==> src/rtl/uart_rx_param_if.sv <==
// Output handshake of uart_rx_param: received word qualified by valid/ready.
interface uart_rx_param_if #(
   parameter int unsigned DATA_BITS = 8
);
   logic [DATA_BITS-1:0] o_uart_data;
   logic                 o_valid;
   logic                 i_ready;

   modport master (output o_uart_data, output o_valid, input i_ready);
   modport slave  (input o_uart_data, input o_valid, output i_ready);
endinterface

==> src/rtl/uart_rx_param.sv <==
// Parametrised UART receiver: 16x-style oversampling with 3-sample majority vote, 1-deep output.
// Optional parity check enabled by defining UART_RX_PARITY_EN.
module uart_rx_param #(
   parameter int unsigned CLK_FREQ   = 50_000_000,
   parameter int unsigned BAUD_RATE  = 9600,
   parameter int unsigned OVERSAMPLE = 16,
   parameter int unsigned DATA_BITS  = 8,
   parameter int unsigned STOP_BITS  = 1,
   parameter int unsigned PARITY_ODD = 0
) (
   input  logic            i_clk_sys,
   input  logic            i_rst_n,
   input  logic            i_uart_rx,
   uart_rx_param_if.master rx_if,
   output logic            o_rx_done,
   output logic            o_frame_err,
   output logic            o_parity_err,
   output logic            o_overrun,
   output logic [2:0]      o_state,
   output logic            o_baud_pulse
);
   localparam int unsigned DIV    = CLK_FREQ / (BAUD_RATE * OVERSAMPLE);
   localparam int unsigned DIV_W  = (DIV > 1) ? $clog2(DIV) : 1;
   localparam int unsigned SAMP_W = $clog2(OVERSAMPLE);
   localparam int unsigned BIT_W  = $clog2(DATA_BITS);
   localparam int unsigned MID    = OVERSAMPLE / 2;

   if (DIV < 1 || OVERSAMPLE < 8 || (OVERSAMPLE % 2) != 0 || DATA_BITS < 5 || DATA_BITS > 8 ||
       STOP_BITS < 1 || STOP_BITS > 2 || PARITY_ODD > 1) begin : g_bad_cfg
      $error("uart_rx_param: illegal parameter set");
   end

   typedef enum logic [2:0] {
      S_IDLE   = 3'd0,
      S_START  = 3'd1,
      S_DATA   = 3'd2,
      S_PARITY = 3'd3,
      S_STOP   = 3'd4
   } state_t;

`ifdef UART_RX_PARITY_EN
   localparam state_t S_AFTER_DATA = S_PARITY;
`else
   localparam state_t S_AFTER_DATA = S_STOP;
`endif

   state_t                r_state, w_next_state;
   logic                  r_rx_meta, r_rx_sync, r_rx_prev;
   logic [DIV_W-1:0]      r_div_cnt;
   logic [SAMP_W-1:0]     r_samp;
   logic [BIT_W-1:0]      r_bit_cnt;
   logic                  r_s0, r_s1;
   logic [DATA_BITS-1:0]  r_shift;
   logic [DATA_BITS-1:0]  r_data;
   logic                  r_valid, r_rx_done, r_frame_err, r_overrun, r_baud_pulse;
   logic                  w_start_edge, w_tick, w_decide, w_bit, w_last_data, w_last_stop;
   logic                  w_par_ok, w_frame_err, w_complete, w_load, w_overrun;

   // 2-FF synchroniser plus edge history; idles high
   always_ff @(posedge i_clk_sys or negedge i_rst_n) begin
      if (!i_rst_n) begin
         r_rx_meta <= 1'b1;
         r_rx_sync <= 1'b1;
         r_rx_prev <= 1'b1;
      end else begin
         r_rx_meta <= i_uart_rx;
         r_rx_sync <= r_rx_meta;
         r_rx_prev <= r_rx_sync;
      end
   end

   assign w_start_edge = (r_state == S_IDLE) && r_rx_prev && !r_rx_sync;
   assign w_tick       = (r_div_cnt == DIV_W'(DIV - 1));
   assign w_decide     = w_tick && (r_samp == SAMP_W'(MID + 1)) && (r_state != S_IDLE);
   assign w_bit        = (r_s0 & r_s1) | (r_s0 & r_rx_sync) | (r_s1 & r_rx_sync);
   assign w_last_data  = (r_bit_cnt == BIT_W'(DATA_BITS - 1));
   assign w_last_stop  = (r_bit_cnt == BIT_W'(STOP_BITS - 1));

   // Sample timing, vote window, bit counting and data shift; timebase realigns on the start edge
   always_ff @(posedge i_clk_sys or negedge i_rst_n) begin
      if (!i_rst_n) begin
         r_div_cnt <= '0;
         r_samp    <= '0;
         r_bit_cnt <= '0;
         r_s0      <= 1'b1;
         r_s1      <= 1'b1;
         r_shift   <= '0;
      end else if (w_start_edge) begin
         r_div_cnt <= '0;
         r_samp    <= '0;
         r_bit_cnt <= '0;
      end else begin
         r_div_cnt <= w_tick ? '0 : r_div_cnt + 1'b1;
         if (w_tick) begin
            r_samp <= (r_samp == SAMP_W'(OVERSAMPLE - 1)) ? '0 : r_samp + 1'b1;
            if (r_samp == SAMP_W'(MID - 1)) r_s0 <= r_rx_sync;
            if (r_samp == SAMP_W'(MID))     r_s1 <= r_rx_sync;
         end
         if (w_decide) begin
            r_bit_cnt <= (w_next_state != r_state) ? '0 : r_bit_cnt + 1'b1;
            if (r_state == S_DATA) r_shift <= {w_bit, r_shift[DATA_BITS-1:1]};
         end
      end
   end

`ifdef UART_RX_PARITY_EN
   logic r_par_bit, r_parity_err;

   always_ff @(posedge i_clk_sys or negedge i_rst_n) begin
      if (!i_rst_n) begin
         r_par_bit    <= 1'b0;
         r_parity_err <= 1'b0;
      end else begin
         if (w_decide && r_state == S_PARITY) r_par_bit <= w_bit;
         r_parity_err <= w_complete && !w_par_ok;
      end
   end

   assign w_par_ok     = ((^r_shift) ^ 1'(PARITY_ODD)) == r_par_bit;
   assign o_parity_err = r_parity_err;
`else
   assign w_par_ok     = 1'b1;
   assign o_parity_err = 1'b0;
`endif

   always_ff @(posedge i_clk_sys or negedge i_rst_n) begin
      if (!i_rst_n) r_state <= S_IDLE;
      else          r_state <= w_next_state;
   end

   always_comb begin
      w_next_state = r_state;
      case (r_state)
         S_IDLE:   if (w_start_edge) w_next_state = S_START;
         S_START:  if (w_decide) w_next_state = w_bit ? S_IDLE : S_DATA;
         S_DATA:   if (w_decide && w_last_data) w_next_state = S_AFTER_DATA;
         S_PARITY: if (w_decide) w_next_state = S_STOP;
         S_STOP:   if (w_decide && (!w_bit || w_last_stop)) w_next_state = S_IDLE;
         default:  w_next_state = S_IDLE;
      endcase
   end

   // Frame outcome, decided on the last stop-bit vote
   always_comb begin
      w_frame_err = 1'b0;
      w_complete  = 1'b0;
      if (w_decide && r_state == S_STOP) begin
         w_frame_err = !w_bit;
         w_complete  = w_bit && w_last_stop;
      end
      w_load    = w_complete && w_par_ok && (!r_valid || rx_if.i_ready);
      w_overrun = w_complete && w_par_ok && r_valid && !rx_if.i_ready;
   end

   always_ff @(posedge i_clk_sys or negedge i_rst_n) begin
      if (!i_rst_n) begin
         r_data       <= '0;
         r_valid      <= 1'b0;
         r_rx_done    <= 1'b0;
         r_frame_err  <= 1'b0;
         r_overrun    <= 1'b0;
         r_baud_pulse <= 1'b0;
      end else begin
         r_rx_done    <= w_load;
         r_frame_err  <= w_frame_err;
         r_overrun    <= w_overrun;
         r_baud_pulse <= w_decide;
         if (w_load) begin
            r_data  <= r_shift;
            r_valid <= 1'b1;
         end else if (r_valid && rx_if.i_ready) begin
            r_valid <= 1'b0;
         end
      end
   end

   assign rx_if.o_uart_data = r_data;
   assign rx_if.o_valid     = r_valid;
   assign o_rx_done         = r_rx_done;
   assign o_frame_err       = r_frame_err;
   assign o_overrun         = r_overrun;
   assign o_state           = r_state;
   assign o_baud_pulse      = r_baud_pulse;
endmodule
==> src/flat_wrapper.sv <==
// flat-port wrapper written by rule: the top's interface ports become plain ports
module uart_rx_param_flat 
#(
   parameter int unsigned CLK_FREQ   = 50_000_000,
   parameter int unsigned BAUD_RATE  = 9600,
   parameter int unsigned OVERSAMPLE = 16,
   parameter int unsigned DATA_BITS  = 8,
   parameter int unsigned STOP_BITS  = 1,
   parameter int unsigned PARITY_ODD = 0
)
  (i_clk_sys, i_rst_n, i_uart_rx, o_rx_done, o_frame_err, o_parity_err, o_overrun, o_state, o_baud_pulse, rx_if_o_uart_data, rx_if_o_valid, rx_if_i_ready);
  uart_rx_param_if #(.DATA_BITS(DATA_BITS)) rx_if_i ();
  input  logic i_clk_sys;
  input  logic i_rst_n;
  input  logic i_uart_rx;
  output logic o_rx_done;
  output logic o_frame_err;
  output logic o_parity_err;
  output logic o_overrun;
  output logic [2:0] o_state;
  output logic o_baud_pulse;
  output wire logic [$bits(rx_if_i.o_uart_data)-1:0] rx_if_o_uart_data;
  output wire logic [$bits(rx_if_i.o_valid)-1:0] rx_if_o_valid;
  input wire logic [$bits(rx_if_i.i_ready)-1:0] rx_if_i_ready;
  assign rx_if_o_uart_data = rx_if_i.o_uart_data;
  assign rx_if_o_valid = rx_if_i.o_valid;
  assign rx_if_i.i_ready = rx_if_i_ready;
  uart_rx_param #(.CLK_FREQ(CLK_FREQ), .BAUD_RATE(BAUD_RATE), .OVERSAMPLE(OVERSAMPLE), .DATA_BITS(DATA_BITS), .STOP_BITS(STOP_BITS), .PARITY_ODD(PARITY_ODD)) u_core (.i_clk_sys(i_clk_sys), .i_rst_n(i_rst_n), .i_uart_rx(i_uart_rx), .rx_if(rx_if_i), .o_rx_done(o_rx_done), .o_frame_err(o_frame_err), .o_parity_err(o_parity_err), .o_overrun(o_overrun), .o_state(o_state), .o_baud_pulse(o_baud_pulse));
endmodule
==> config.mk <==
export PLATFORM = sky130hd
export DESIGN_NAME = uart_rx_param_flat
export DESIGN_NICKNAME = d
export VERILOG_FILES = /design/src/rtl/uart_rx_param_if.sv /design/src/rtl/uart_rx_param.sv /design/src/flat_wrapper.sv
export SDC_FILE = /design/constraint.sdc
export NUM_CORES = 1
export LEC_CHECK = 0
export BUFFER_PORTS_ARGS = -buffer_cell sky130_fd_sc_hd__buf_2
export CORE_ASPECT_RATIO = 0.6
export CORE_UTILIZATION = 50
export CTS_CLUSTER_DIAMETER = 40
export DETAILED_ROUTE_END_ITERATION = 10
export PLACE_DENSITY = 0.81
export REMOVE_ABC_BUFFERS = 1
export SYNTH_ARGS = -nofsm -noshare
export SYNTH_HDL_FRONTEND = slang
export SYNTH_SLANG_ARGS = --single-unit
==> constraint.sdc <==
create_clock -name i_clk_sys -period 2.3 [get_ports i_clk_sys]
set_input_delay 0.575 -clock i_clk_sys [delete_from_list [all_inputs] [get_ports i_clk_sys]]
set_output_delay 0.575 -clock i_clk_sys [all_outputs]
set_load 0.01 [all_outputs]
==> results.py <==
metrics = {
    "power": {
        "powerDensity_nw_per_um2": 753,
        "power.leakage_uw": 0.00117,
        "peakVddDrop_mv": 0.404,
    },
    "synthesis": {
        "yosys-top-cells-area": "dfrtp_1 49%, mux2_2 8.8%, dfstp_2 6.4%",
        "yosys.area.top_type": "dfrtp_1",
        "synth_area_um2": 2060,
        "synth_top_flop_cell": "dfrtp_1",
        "synth.top_cell.area_share_pct": 48.7,
        "synth_seq_cells": 45,
        "yosysSeqAreaShare_pct": 55.1,
        "async_reset_ff_share_pct": 100,
        "syn_inst": 173,
        "synth-edff-count": 0,
        "postSynthAreaPerCell_um2": 11.9,
        "ys_types": 42,
        "yosys_warnings": 0,
    },
    "sta": {
        "maxSlewHeadroom_pct": 63.1,
        "slew_viol_final": 0,
        "finalSetupViolations": 0,
        "grt_setup_unrepaired": "no",
        "postLayoutSetupSlackWorst_ns": 0.176,
        "fmax_mhz": 471,
        "hold_violations": 0,
        "fin_tns_setup_ns": 0,
        "period_needed_ns": 2.12,
        "fin_skew_ns": 0.00711,
        "finalCritPeriodShare_pct": 92.3,
        "tightest_slew_ns": 0.553,
    },
    "worst_setup_path": {
        "cpPeakStageDelay_ns": 0.44,
        "critPathBufInv": 2,
        "arrival_ns": 2.30,
        "cp.depth": 7,
        "path_class": "flip-flop to flip-flop",
        "cp-start-kind": "flip-flop",
        "critPathRequiredTime_ns": 2.48,
        "cp_slowest_cell": "dfrtp_1",
        "rrSetupSlack_ns": 0.18,
        "r2r-start": "u_core.r_div_cnt[0]",
        "critPathMaxFanout": 8,
        "critical-path-top-delay-family": "simple AND/OR/NAND/NOR gates",
        "cp_cell_sequence": "inv_1, ha_1, and4b_1, nand3_2, nor4b_4, buf_4, mux2_2",
        "end_kind": "flip-flop",
        "reg2reg_depth": 7,
        "worstReg2RegEnd": "u_core.rx_if.o_uart_data[3]",
    },
    "floorplan": {
        "core_region_area_um2": 3810,
        "fp.dieH_um": 51.7,
        "rows": 17,
        "die_w_um": 84.8,
        "io_pins": 21,
        "die_area_um2": 4380,
        "start_util_pct": 54.0,
    },
    "detailed_routing": {
        "dr_total_vias": 1363,
        "dr.pass1.iters": 7,
        "wl_per_cell_um": 15.7,
        "routed_via_density": 5.52,
        "wirelength_mm": 3.87,
        "drc": 1,
        "drtIter0Drc": 71,
        "drtAntennaViolNets": 0,
    },
    "cts": {
        "cts_setup_buffers": 0,
        "clkLatencyLatePin_ns": 0.29,
        "cts_made_buffers": 5,
        "root_buffer": "clkbuf_8",
        "path_clk_slew_ns": 0.08,
        "htreeDepth": 2,
        "cts_tree": "yes",
        "clock_sinks": 45,
        "clockBufferDepth": 2,
    },
    "global_routing": {
        "grt_max_degree": 46,
        "grt_overflow": 0,
        "grt_use_met1_pct": 28.8,
        "grt_pass1_wl_mm": 6.11,
        "antenna_found_initial": 0,
        "grt-busiest-layer": "met1",
        "grt_pass1_vias": 1203,
        "met3_usage_pct": 5.40,
        "use_met2_pct": 27.0,
        "grt_usage_pct": 19.2,
    },
    "placed_design": {
        "placed_cell_area_um2": 2220,
        "io_buffers": 19,
        "hpwl_mm": 2.80,
        "post-place-ws_ns": 0.111,
        "gp_congestion": 0.798,
    },
    "outcome": {
        "failed_checks": "DRC",
        "outcome": "complete, but fails checks",
    },
    "hold_path": {
        "min_path_type": "primary input to asynchronous set/reset pin",
    },
    "job": {
        "maxCapViolCount": 0,
    },
    "layout": {
        "utilization_pct": 61.5,
        "area_growth_pct": 13.9,
        "layout-drive-gt1-share_pct": 30.5,
        "final_area_um2": 2340,
        "diodes": 0,
        "layout.nets": 211,
    },
}
-- kinds of logic (layout without fill, tap and decap cells) --
kind of cell	after synthesis	count (layout)	share of synthesized area (%)
AND/OR/NAND/NOR	56	56	16.8
AO/OA/AOI/OAI	20	20	6.33
adder cells (fa/ha/maj)	9	9	5.36
flip-flops	45	45	55.1
buffers and inverters	17	44	3.53
multiplexers	17	17	9.31
other	1	1	0.182
XOR/XNOR	8	8	3.41
-- power by group --
| part | internal [µW] | switching [µW] | total (µW) |
|---|---|---|---|
| Clock | 354 | 257 | 611 |
| Sequential | 854 | 90.7 | 945 |
| Combinational | 97.5 | 110 | 207 |
-- area by class of cell --
type | instances | area, µm²
fillers | 325 | 1470
clock buffers | 7 | 86.3
inverters | 12 | 45.0
repair buffers | 24 | 133
flip-flops and latches | 45 | 1130
multi-input cells | 111 | 856
well taps | 47 | 58.8
clock inverters | 1 | 30.0
-- state kept, by name, indices dropped and copies added, names as in the netlist, 3 cells and up --
| signal | flops |
|---|---|
| u_core.o_state | 3 |
| u_core.r_samp | 4 |
| u_core.r_bit_cnt | 3 |
| u_core.r_shift | 8 |
| u_core.r_div_cnt | 9 |
| u_core.rx_if.o_uart_data | 8 |
-- stage by stage --
stage               std cells  hold WS (ns)  power [µW]
detailed placement        239         0.351        1160
floorplan                 168         0.279        1090
finish                    247         0.354        1760
global placement          239         0.346        1150
CTS                       247         0.363        1770
global route              247         0.361        1850
-- cell usage after synthesis (3+ instances only) --
cell type   n
o21ai_0     5
mux2_2     16
nand4_1     3
inv_1      12
nand2_1     7
nor3_1      3
nand3_1     8
a21oi_1     5
dfrtp_1    40
dfstp_2     5
xor2_1      7
ha_1        8
nor2_1     14
-- how the worst max path moves through the flow --
stage	from	to
3_3_place_gp	u_core.r_div_cnt[0]	u_core.rx_if.o_uart_data[6]
4_1_cts	u_core.r_div_cnt[0]	u_core.rx_if.o_uart_data[3]
6_report	u_core.r_div_cnt[0]	u_core.rx_if.o_uart_data[3]
5_1_grt	u_core.r_div_cnt[0]	u_core.rx_if.o_uart_data[2]
3_5_place_dp	u_core.r_samp[1]	u_core.rx_if.o_uart_data[2]
2_1_floorplan	u_core.r_div_cnt[0]	u_core.rx_if.o_uart_data[0]
-- per-layer routing --
layer  routed length (µm)  part of all wire [%]  vias to the layer above
li1                     -                     -                      652
met1                 2010                    52                      686
met2                 1670                    43                       21
met3                  150                   3.9                        4
met4                   35                  0.90                        0
met5                    0                     0                        -
-- cells in the final DEF (no fill, tap or decap), types with 6 or more instances in the layout --
| cell | netlist | layout |
|---|---|---|
| nor2_1 | 14 | 14 |
| clkbuf_8 | 0 | 6 |
| xor2_1 | 7 | 7 |
| ha_1 | 8 | 8 |
| dfrtp_1 | 40 | 40 |
| nand2_1 | 7 | 7 |
| inv_1 | 12 | 12 |
| buf_2 | 0 | 19 |
| mux2_2 | 16 | 16 |
| nand3_1 | 8 | 7 |
-- what timing repair did --
| item | 4_1_cts | 5_1_grt |
|---|---|---|
| endpoints found under the setup margin | 0 | 7 |
| hold buffers | 0 | 0 |
| gates resized for setup | 0 | 1 |
Power figures use the tool's default switching activity.
